`src/rtl/hardwired_control_seq.sv`:
```
// hardwired_control_seq: timing-step sequencer for a basic accumulator CPU.
// A sequence counter selects Tn. Decode of sc, IR and flags produces the
// combinational register strobes, bus select, ALU select and memory requests.
// A memory step stalls the counter until mem_ready. A register-reference HLT
// parks the sequencer until reset.
// Optional interrupt cycle (ION/IOF, R flag, RT0..RT2): define CU_INTERRUPT_EN.
module hardwired_control_seq #(
  parameter int unsigned DATA_W = 16,
  parameter int unsigned SC_W   = 4
) (
  input  logic              clk_i,
  input  logic              reset_i,
  input  logic [DATA_W-1:0] ir_i,
  input  logic              mem_ready_i,
  input  logic              dr_zero_i,
  input  logic              irq_i,
  output logic [4:0]        ld_o,
  output logic [3:0]        inr_o,
  output logic [3:0]        clr_o,
  output logic              mem_rd_o,
  output logic              mem_wr_o,
  output logic [2:0]        bus_sel_o,
  output logic [1:0]        alu_op_o,
  output logic [SC_W-1:0]   sc_o,
  output logic              halted_o,
  output logic              ien_o
);

  localparam int unsigned LD_W  = 5;
  localparam int unsigned REG_W = 4;

  // Bit positions inside ld {AR,PC,DR,AC,IR}
  localparam int unsigned LD_AR = 4;
  localparam int unsigned LD_PC = 3;
  localparam int unsigned LD_DR = 2;
  localparam int unsigned LD_AC = 1;
  localparam int unsigned LD_IR = 0;

  // Bit positions inside inr/clr {AR,PC,DR,AC}
  localparam int unsigned R_AR = 3;
  localparam int unsigned R_PC = 2;
  localparam int unsigned R_DR = 1;
  localparam int unsigned R_AC = 0;

  localparam logic [2:0] BUS_NONE = 3'd0;
  localparam logic [2:0] BUS_AR   = 3'd1;
  localparam logic [2:0] BUS_PC   = 3'd2;
  localparam logic [2:0] BUS_DR   = 3'd3;
  localparam logic [2:0] BUS_AC   = 3'd4;
  localparam logic [2:0] BUS_IR   = 3'd5;
  localparam logic [2:0] BUS_MEM  = 3'd7;

  localparam logic [1:0] ALU_AND  = 2'd0;
  localparam logic [1:0] ALU_ADD  = 2'd1;
  localparam logic [1:0] ALU_PASS = 2'd2;

  localparam logic [2:0] OP_AND = 3'd0;
  localparam logic [2:0] OP_ADD = 3'd1;
  localparam logic [2:0] OP_LDA = 3'd2;
  localparam logic [2:0] OP_STA = 3'd3;
  localparam logic [2:0] OP_BUN = 3'd4;
  localparam logic [2:0] OP_BSA = 3'd5;
  localparam logic [2:0] OP_ISZ = 3'd6;
  localparam logic [2:0] OP_REG = 3'd7;

  localparam logic [SC_W-1:0] T0 = SC_W'(0);
  localparam logic [SC_W-1:0] T1 = SC_W'(1);
  localparam logic [SC_W-1:0] T2 = SC_W'(2);
  localparam logic [SC_W-1:0] T3 = SC_W'(3);
  localparam logic [SC_W-1:0] T4 = SC_W'(4);
  localparam logic [SC_W-1:0] T5 = SC_W'(5);
  localparam logic [SC_W-1:0] T6 = SC_W'(6);

  logic [SC_W-1:0] sc_q, sc_d;
  logic            halted_q, halted_d;

  logic             i_bit;
  logic [2:0]       opc;

  // Raw decode before stall gating
  logic [LD_W-1:0]  ld_c;
  logic [REG_W-1:0] inr_c;
  logic [REG_W-1:0] clr_c;
  logic             rd_c;
  logic             wr_c;
  logic [2:0]       bus_c;
  logic [1:0]       alu_c;
  logic             sc_clr_c;
  logic             halt_c;
  logic             adv_c;

`ifdef CU_INTERRUPT_EN
  logic ien_q, ien_d;
  logic r_q, r_d;
  logic rt_c;
  logic ion_c;
  logic iof_c;
  logic rt_done_c;
`endif

  // Inputs partly consumed only in some builds or at fixed bit positions
  logic unused_c;
  assign unused_c = ^{ir_i, irq_i};

  assign i_bit = ir_i[DATA_W-1];
  assign opc   = ir_i[DATA_W-2 -: 3];

`ifdef CU_INTERRUPT_EN
  // Interrupt cycle replaces the fetch steps while R is pending
  assign rt_c = r_q && (sc_q < T3);
`endif

  // Step decode: strobes and requests for the current timing step
  always_comb begin
    ld_c     = '0;
    inr_c    = '0;
    clr_c    = '0;
    rd_c     = 1'b0;
    wr_c     = 1'b0;
    bus_c    = BUS_NONE;
    alu_c    = ALU_AND;
    sc_clr_c = 1'b0;
    halt_c   = 1'b0;
`ifdef CU_INTERRUPT_EN
    ion_c     = 1'b0;
    iof_c     = 1'b0;
    rt_done_c = 1'b0;
`endif

    case (sc_q)
      T0: begin
        bus_c        = BUS_PC;
        ld_c[LD_AR]  = 1'b1;
      end
      T1: begin
        bus_c        = BUS_MEM;
        rd_c         = 1'b1;
        ld_c[LD_IR]  = 1'b1;
        inr_c[R_PC]  = 1'b1;
      end
      T2: begin
        bus_c        = BUS_IR;
        ld_c[LD_AR]  = 1'b1;
      end
      T3: begin
        if (opc == OP_REG) begin
          // Register reference (I=0) or unused I=1 slot: always ends here
          sc_clr_c = 1'b1;
          if (!i_bit) begin
            clr_c[R_AC] = ir_i[11];
            inr_c[R_AC] = ir_i[5];
            halt_c      = ir_i[0];
`ifdef CU_INTERRUPT_EN
            ion_c       = ir_i[7];
            iof_c       = ir_i[6];
`endif
          end
        end else if (i_bit) begin
          // Indirect: fetch effective address into AR
          bus_c       = BUS_MEM;
          rd_c        = 1'b1;
          ld_c[LD_AR] = 1'b1;
        end
      end
      T4: begin
        case (opc)
          OP_AND, OP_ADD, OP_LDA, OP_ISZ: begin
            bus_c       = BUS_MEM;
            rd_c        = 1'b1;
            ld_c[LD_DR] = 1'b1;
          end
          OP_STA: begin
            bus_c    = BUS_AC;
            wr_c     = 1'b1;
            sc_clr_c = 1'b1;
          end
          OP_BUN: begin
            bus_c       = BUS_AR;
            ld_c[LD_PC] = 1'b1;
            sc_clr_c    = 1'b1;
          end
          OP_BSA: begin
            bus_c        = BUS_PC;
            wr_c         = 1'b1;
            inr_c[R_AR]  = 1'b1;
          end
          default: ;
        endcase
      end
      T5: begin
        case (opc)
          OP_AND: begin
            ld_c[LD_AC] = 1'b1;
            alu_c       = ALU_AND;
            sc_clr_c    = 1'b1;
          end
          OP_ADD: begin
            ld_c[LD_AC] = 1'b1;
            alu_c       = ALU_ADD;
            sc_clr_c    = 1'b1;
          end
          OP_LDA: begin
            ld_c[LD_AC] = 1'b1;
            alu_c       = ALU_PASS;
            sc_clr_c    = 1'b1;
          end
          OP_BSA: begin
            bus_c       = BUS_AR;
            ld_c[LD_PC] = 1'b1;
            sc_clr_c    = 1'b1;
          end
          OP_ISZ: begin
            inr_c[R_DR] = 1'b1;
          end
          default: ;
        endcase
      end
      T6: begin
        if (opc == OP_ISZ) begin
          // Write back incremented DR; skip next instruction if it wrapped to zero
          bus_c       = BUS_DR;
          wr_c        = 1'b1;
          sc_clr_c    = 1'b1;
          inr_c[R_PC] = dr_zero_i;
        end
      end
      default: ;
    endcase

`ifdef CU_INTERRUPT_EN
    if (rt_c) begin
      ld_c     = '0;
      inr_c    = '0;
      clr_c    = '0;
      rd_c     = 1'b0;
      wr_c     = 1'b0;
      bus_c    = BUS_NONE;
      alu_c    = ALU_AND;
      sc_clr_c = 1'b0;
      halt_c   = 1'b0;
      ion_c    = 1'b0;
      iof_c    = 1'b0;
      case (sc_q)
        T0: clr_c[R_AR] = 1'b1;
        T1: begin
          bus_c       = BUS_PC;
          wr_c        = 1'b1;
          clr_c[R_PC] = 1'b1;
        end
        default: begin
          inr_c[R_PC] = 1'b1;
          rt_done_c   = 1'b1;
          sc_clr_c    = 1'b1;
        end
      endcase
    end
`endif
  end

  // A memory step completes only when memory is ready
  assign adv_c = !((rd_c || wr_c) && !mem_ready_i);

  // Next-state for counter and flags; nothing moves while stalled or halted
  always_comb begin
    sc_d     = sc_q;
    halted_d = halted_q;
`ifdef CU_INTERRUPT_EN
    ien_d    = ien_q;
    r_d      = r_q;
`endif
    if (!halted_q && adv_c) begin
      sc_d = sc_clr_c ? '0 : sc_q + SC_W'(1);
      if (halt_c) halted_d = 1'b1;
`ifdef CU_INTERRUPT_EN
      if ((sc_q >= T3) && ien_q && irq_i) r_d = 1'b1;
      if (ion_c)      ien_d = 1'b1;
      else if (iof_c) ien_d = 1'b0;
      if (rt_done_c) begin
        ien_d = 1'b0;
        r_d   = 1'b0;
      end
`endif
    end
  end

  // State registers with synchronous reset
  always_ff @(posedge clk_i) begin
    if (reset_i) begin
      sc_q     <= '0;
      halted_q <= 1'b0;
`ifdef CU_INTERRUPT_EN
      ien_q    <= 1'b0;
      r_q      <= 1'b0;
`endif
    end else begin
      sc_q     <= sc_d;
      halted_q <= halted_d;
`ifdef CU_INTERRUPT_EN
      ien_q    <= ien_d;
      r_q      <= r_d;
`endif
    end
  end

  // Output gating: reset forces clr PC, halt silences everything, stalls hold strobes
  always_comb begin
    ld_o      = '0;
    inr_o     = '0;
    clr_o     = '0;
    mem_rd_o  = 1'b0;
    mem_wr_o  = 1'b0;
    bus_sel_o = BUS_NONE;
    alu_op_o  = ALU_AND;
    if (reset_i) begin
      clr_o[R_PC] = 1'b1;
    end else if (!halted_q) begin
      mem_rd_o  = rd_c;
      mem_wr_o  = wr_c;
      bus_sel_o = bus_c;
      alu_op_o  = alu_c;
      if (adv_c) begin
        ld_o  = ld_c;
        inr_o = inr_c;
        clr_o = clr_c;
      end
    end
  end

  assign sc_o     = sc_q;
  assign halted_o = halted_q;
`ifdef CU_INTERRUPT_EN
  assign ien_o    = ien_q;
`else
  assign ien_o    = 1'b0;
`endif

endmodule

```
`config.mk`:
```
export PLATFORM = sky130hd
export DESIGN_NAME = hardwired_control_seq
export DESIGN_NICKNAME = d
export VERILOG_FILES = /design/src/rtl/hardwired_control_seq.sv
export SDC_FILE = /design/constraint.sdc
export NUM_CORES = 1
export LEC_CHECK = 0
export ABC_AREA = 1
export CAP_MARGIN = 20
export CORE_MARGIN = 4
export CORE_UTILIZATION = 39
export DETAILED_ROUTE_END_ITERATION = 10
export PLACE_DENSITY_LB_ADDON = 0.15
export SYNTH_ARGS = -nofsm -noshare
export SYNTH_HDL_FRONTEND = slang
export SYNTH_SLANG_ARGS = --single-unit
export TNS_END_PERCENT = 10
```
`constraint.sdc`:
```
create_clock -name clk_i -period 4 [get_ports clk_i]
set_clock_uncertainty 0.05 [all_clocks]
set_input_delay 0.6 -clock clk_i [delete_from_list [all_inputs] [get_ports clk_i]]
set_output_delay 0.6 -clock clk_i [all_outputs]
set_load 0.01 [all_outputs]
```
Yosys cells after proc, flatten, opt, wreduce, memory -nomap -nowiden
Index checks and enable logic that the tools add are counted.

storage, ports and cells
  logic and storage cells = 91
  output and inout bits = 26
  register bits = 5

cells by class
  equal/unequal tests = 13
  reductions and logical operators = 15
  muxes and demuxes = 60
  add/sub/neg operators = 1

operator list
  cell                                                                   number
  1-bit two-way mux                                                      34
  3-bit case mux with 7 select lines                                     1
  4-bit two-way mux                                                      5
  5-bit two-way mux                                                      3
  3-bit equality test, second input constant                             4
  4-bit by 3-bit equality test with 1-bit output, second input constant  3
  3-bit two-way mux                                                      4
  3-bit case mux with 4 select lines                                     1
  2-bit two-way mux                                                      5
  4-bit by 2-bit equality test with 1-bit output, second input constant  2
  1-bit case mux with 2 select lines                                     4
  4-bit OR reduction                                                     2
  3-bit by 2-bit equality test with 1-bit output, second input constant  2
  2-bit OR reduction                                                     3
  4-bit by 1-bit adder with 4-bit output, second input constant          1
  4-bit by 1-bit equality test with 1-bit output, second input constant  1
  4-bit logical NOT                                                      1
  1-bit case mux with 4 select lines                                     1
  2-bit case mux with 2 select lines                                     1
  3-bit by 1-bit equality test with 1-bit output, second input constant  1
  1-bit logical NOT                                                      3
  3-bit logical NOT                                                      1
  1-bit case mux with 3 select lines                                     1
  3-bit OR reduction                                                     1
  3 further kinds                                                        4

Depth between registers and ports, before layout
  depth after elaboration = 9
  mapped depth = 11
  mapped depth without buffers = 11

Worst setup path before layout
Ideal clock, no wire load.

  path type = reg-to-output
  start point = register sc_q[0], in the netlist sc_o[0]
  end point = output inr_o[1]
  path buffers = 0
  data arrival time = 1.647 ns
  stages on the path, launching flop included = 10
  required time = 3.350 ns
  path slack = 1.703 ns
  path through = dfxtp_1 inv_1 ha_1 inv_1 nor2_1 nand3_1 nand2_2 o21bai_4 nand2_4 nor3_1

on the way
  word-level cells in the longest chain between the ends = 7
  elaborated cells on any way between the ends = 13

ends and longest elaborated chain
  item                                                                                      line  text
  start: declaration                                                                        74    logic [SC_W-1:0] sc_q, sc_d;
  start signal: assignment                                                                  289   sc_q <= '0;
  start signal: assignment                                                                  296   sc_q <= sc_d;
  4-bit by 3-bit equality test with 1-bit output, or another cell as far along              130   case (sc_q)
  1-bit case mux with 3 select lines or 1-bit case mux with 2 select lines (tied branches)  130
  1-bit logical OR                                                                          261   assign adv_c = !((rd_c || wr_c) && !mem_ready_i);
  1-bit logical AND                                                                         261
  4-bit two-way mux (*)                                                                     321   if (adv_c) begin
  4-bit two-way mux (*)                                                                     316   end else if (!halted_q) begin
  4-bit two-way mux (*)                                                                     314   if (reset_i) begin
  end: declaration                                                                          18    output logic [3:0] inr_o,

Every way passes the cells marked *; elsewhere a longest branch is shown, timed or not.

Worst setup path in the final report
  start point = input ir_i[13]
  end point = output ld_o[1]

on the way
  word-level cells in the longest chain between the ends = 9
  elaborated cells on any way between the ends = 23

ends and longest elaborated chain
  item                                                                                      line      text
  start: declaration                                                                        13        input logic [DATA_W-1:0] ir_i,
  3-bit equality test, or another cell as far along                                         166, 219
  4-bit OR reduction or 2-bit OR reduction (tied branches)                                  -
  1-bit two-way mux                                                                         166       case (opc)
  1-bit case mux with 3 select lines or 1-bit case mux with 2 select lines (tied branches)  130
  1-bit logical OR                                                                          261
  1-bit logical AND                                                                         261
  5-bit two-way mux (*)                                                                     321
  5-bit two-way mux (*)                                                                     316
  5-bit two-way mux (*)                                                                     314
  end: declaration                                                                          17        output logic [4:0] ld_o,

Marked as above.

==> results by group <==
Setup path
  • R2R Path Start: sc_o[0]$_SDFFE_PP0P_
  • Largest fanout on the critical path: 7
  • Critical Path RT: 3350 ps
  • CP max stage delay: 590 ps
  • CP endpoint kind: output pin
  • CP endpoint: ld_o[1]
  • R2R cell count: 11
  • Reg2Reg Setup Slack: 2230 ps
  • Kind of critical path: in -> out
  • Worst setup SP type: primary input
  • Crit path cell chain: clkdlybuf4s50_1 -> inv_1 -> nand3_1 -> nand2_1 -> nand2_1 -> nand2_2 -> o21bai_4 -> nand2_4 -> nor3_1 -> clkdlybuf4s50_1
  • Critical path origin: ir_i[13]
  • CP max stage cell: clkdlybuf4s50_1
  • Critical R2R Capture: sc_o[1]$_SDFFE_PP0P_
  • Crit path DAT: 2780 ps

Timing
  • Setup violations, final: 0
  • Sum Neg Setup Slack: 0 ps
  • FMAX: 0.292 GHz
  • Fin. Hold Viols: 0
  • Final-report max-slew violation count: 0
  • Final worst path period share: 85.7%
  • RSZ-0062 raised after global routing: no
  • Min Clock Period, post-route: 3430 ps

Logic synthesis
  • Avg Cell Area, Syn: 5.66 um^2
  • Syn Std Cell Area: 758 um^2
  • Netlist cell types: 26
  • YS warnings: 0
  • Yosys reg bits: 5
  • Sequential area share after synthesis: 13.2%
  • Cells after Synth: 134

GRT
  • Largest net degree at the start of global routing: 10
  • Initial antenna violation count: 0
  • First-pass GRT wire length: 3390 um
  • Grt total ovfl: 0
  • GRT Util Overall: 16.4%
  • Vias in the first global route: 839

Clock tree
  • Post-CTS setup buffers: 0
  • Clock network latency to the later pin of the worst-skew pair: 250 ps
  • CTS clk-pin slew, worst paths: 50 ps
  • # hold bufs at CTS: 0
  • Root buf cell: clkbuf_4
  • H-tree levels: 1
  • CTS tree: done
  • # clock sinks: 5
  • Longest Clk Path Bufs: 2
  • Post-CTS Resized: 0
  • CTS Buf Count: 3

Layout
  • Area added between synthesis and finish: 47.0%
  • Layout cells sized above 1: 6.59%
  • Commonest non-fill, non-tap cells in the layout: clkdlybuf4s50_1 (33), nand2_1 (30), inv_1 (21)
  • Nets: 193
  • Most common cell after layout, fill and taps aside: clkdlybuf4s50_1
  • Post-layout util: 62.5%
  • Number of diodes: 0
  • Fin area: 1110 um^2

Detailed routing
  • DR vias/cell: 4.90
  • DR pass1 iterations: 4
  • Per-cell routed wire length: 10.6 um
  • DRT iter0 DRCs: 18
  • DR DRC count: 0
  • Vias: 940
  • Final WL: 2040 um
  • Routed Antenna Nets: 0

Floorplanning
  • I/O pin count: 47
  • Starting Density: 42.5%
  • Die Y: 52.1 um
  • FP Rows: 15
  • Die ar.: 2710 um^2
  • Core area: 1780 um^2
  • Die width: 52.1 um

Placement
  • GPL Wtd Cong: 0.928
  • Placement Cell Area: 1090 um^2
  • Port Buffers: 33
  • HPWL Detailed: 1740 um

Pwr
  • Pwr/cell area: 484 nW/um^2
  • LEAKAGE: 0.537 nW
  • Maximum vdd ir drop: 438 uV
  • Overall power: 540 uW

Job
  • Max-cap violations: 0

Hold path
  • Class of the worst hold path: reg -> reg

Run status
  • Status: complete, no violations
## flip-flops by register name, indices dropped and copies added (netlist names)
name / cells
sc_o: 4
halted_o: 1
## area by class of cell
class	count	area [um^2]
clock buffers	4	26.3
fillers	184	668
inverters	21	78.8
multi-input cells	104	548
flip-flops and latches	5	100
well taps	25	31.3
repair buffers	33	330
## worst min-delay path by stage
stage                               startpoint              endpoint  slack (ps)  depth (start not counted)
final                     sc_o[3]$_SDFFE_PP0P_  sc_o[3]$_SDFFE_PP0P_         510                          4
after global routing      sc_o[3]$_SDFFE_PP0P_  sc_o[3]$_SDFFE_PP0P_         590                          4
after CTS                 sc_o[3]$_SDFFE_PP0P_  sc_o[3]$_SDFFE_PP0P_         510                          4
after detailed placement  sc_o[3]$_SDFFE_PP0P_  sc_o[3]$_SDFFE_PP0P_         510                          4
after global placement    sc_o[3]$_SDFFE_PP0P_  sc_o[3]$_SDFFE_PP0P_         500                          4
after floorplan           sc_o[3]$_SDFFE_PP0P_  sc_o[3]$_SDFFE_PP0P_         520                          4
## metrics by stage
stage / instances / setup slack, ps / hold WS, ps
floorplan: 136 / 1700 / 520
global placement: 188 / 605 / 503
detailed placement: 188 / 570 / 506
CTS: 192 / 565 / 514
global route: 192 / 400 / 591
finish: 192 / 571 / 512
## report_power, final
part / switching, mW / internal [mW]
logic: 0.207 / 0.180
registers: 0.0255 / 0.0676
clock network: 0.0225 / 0.0378
total: 0.255 / 0.285
## worst max-delay path, delay by kind of cell
family	cells	cell delay, ps
compound gates	1	270
buf+inv	3	1250
simple gates	6	650
## cells in the mapped netlist
master	count	share of area (%)
nor3_2	1	1.3
nor2_2	1	0.83
nand4_1	2	1.6
inv_1	21	10
o22ai_1	1	0.83
nor4_1	3	2.5
clkbuf_1	1	0.49
nor2_1	17	8.4
nand3_1	19	13
nand2_1	30	15
o21ai_0	3	2.0
a21oi_1	6	4.0
nor3_1	4	2.6
buf_2	1	0.66
conb_1	1	0.49
nand2_2	1	0.83
dfxtp_1	5	13
ha_1	4	6.6
nand3_2	1	1.3
nor3b_1	1	0.99
or2_2	1	0.83
o21bai_4	1	2.5
nand3b_1	1	0.99
nand2_4	2	3.0
buf_4	4	4.0
xor2_1	2	2.3
## metal layers
layer	wire length (um)	track usage [%]	vias up
met1	929	19.6	416
met2	980	28.7	27
li1	-	-	494
met5	0	0	-
met4	6	2.62	0
met3	122	5.16	3
## kinds of logic (layout without fill, tap and decap cells)
family / count (synthesis) / after routing / synth area share [%]
AO/OA/AOI/OAI: 11 / 11 / 9.24
XOR/XNOR: 2 / 2 / 2.31
adder cells (fa/ha/maj): 4 / 4 / 6.60
buffers and inverters: 27 / 58 / 15.5
flip-flops: 5 / 5 / 13.2
other: 1 / 3 / 0.495
AND/OR/NAND/NOR: 84 / 84 / 52.6
(Power assumes the default switching activity.)
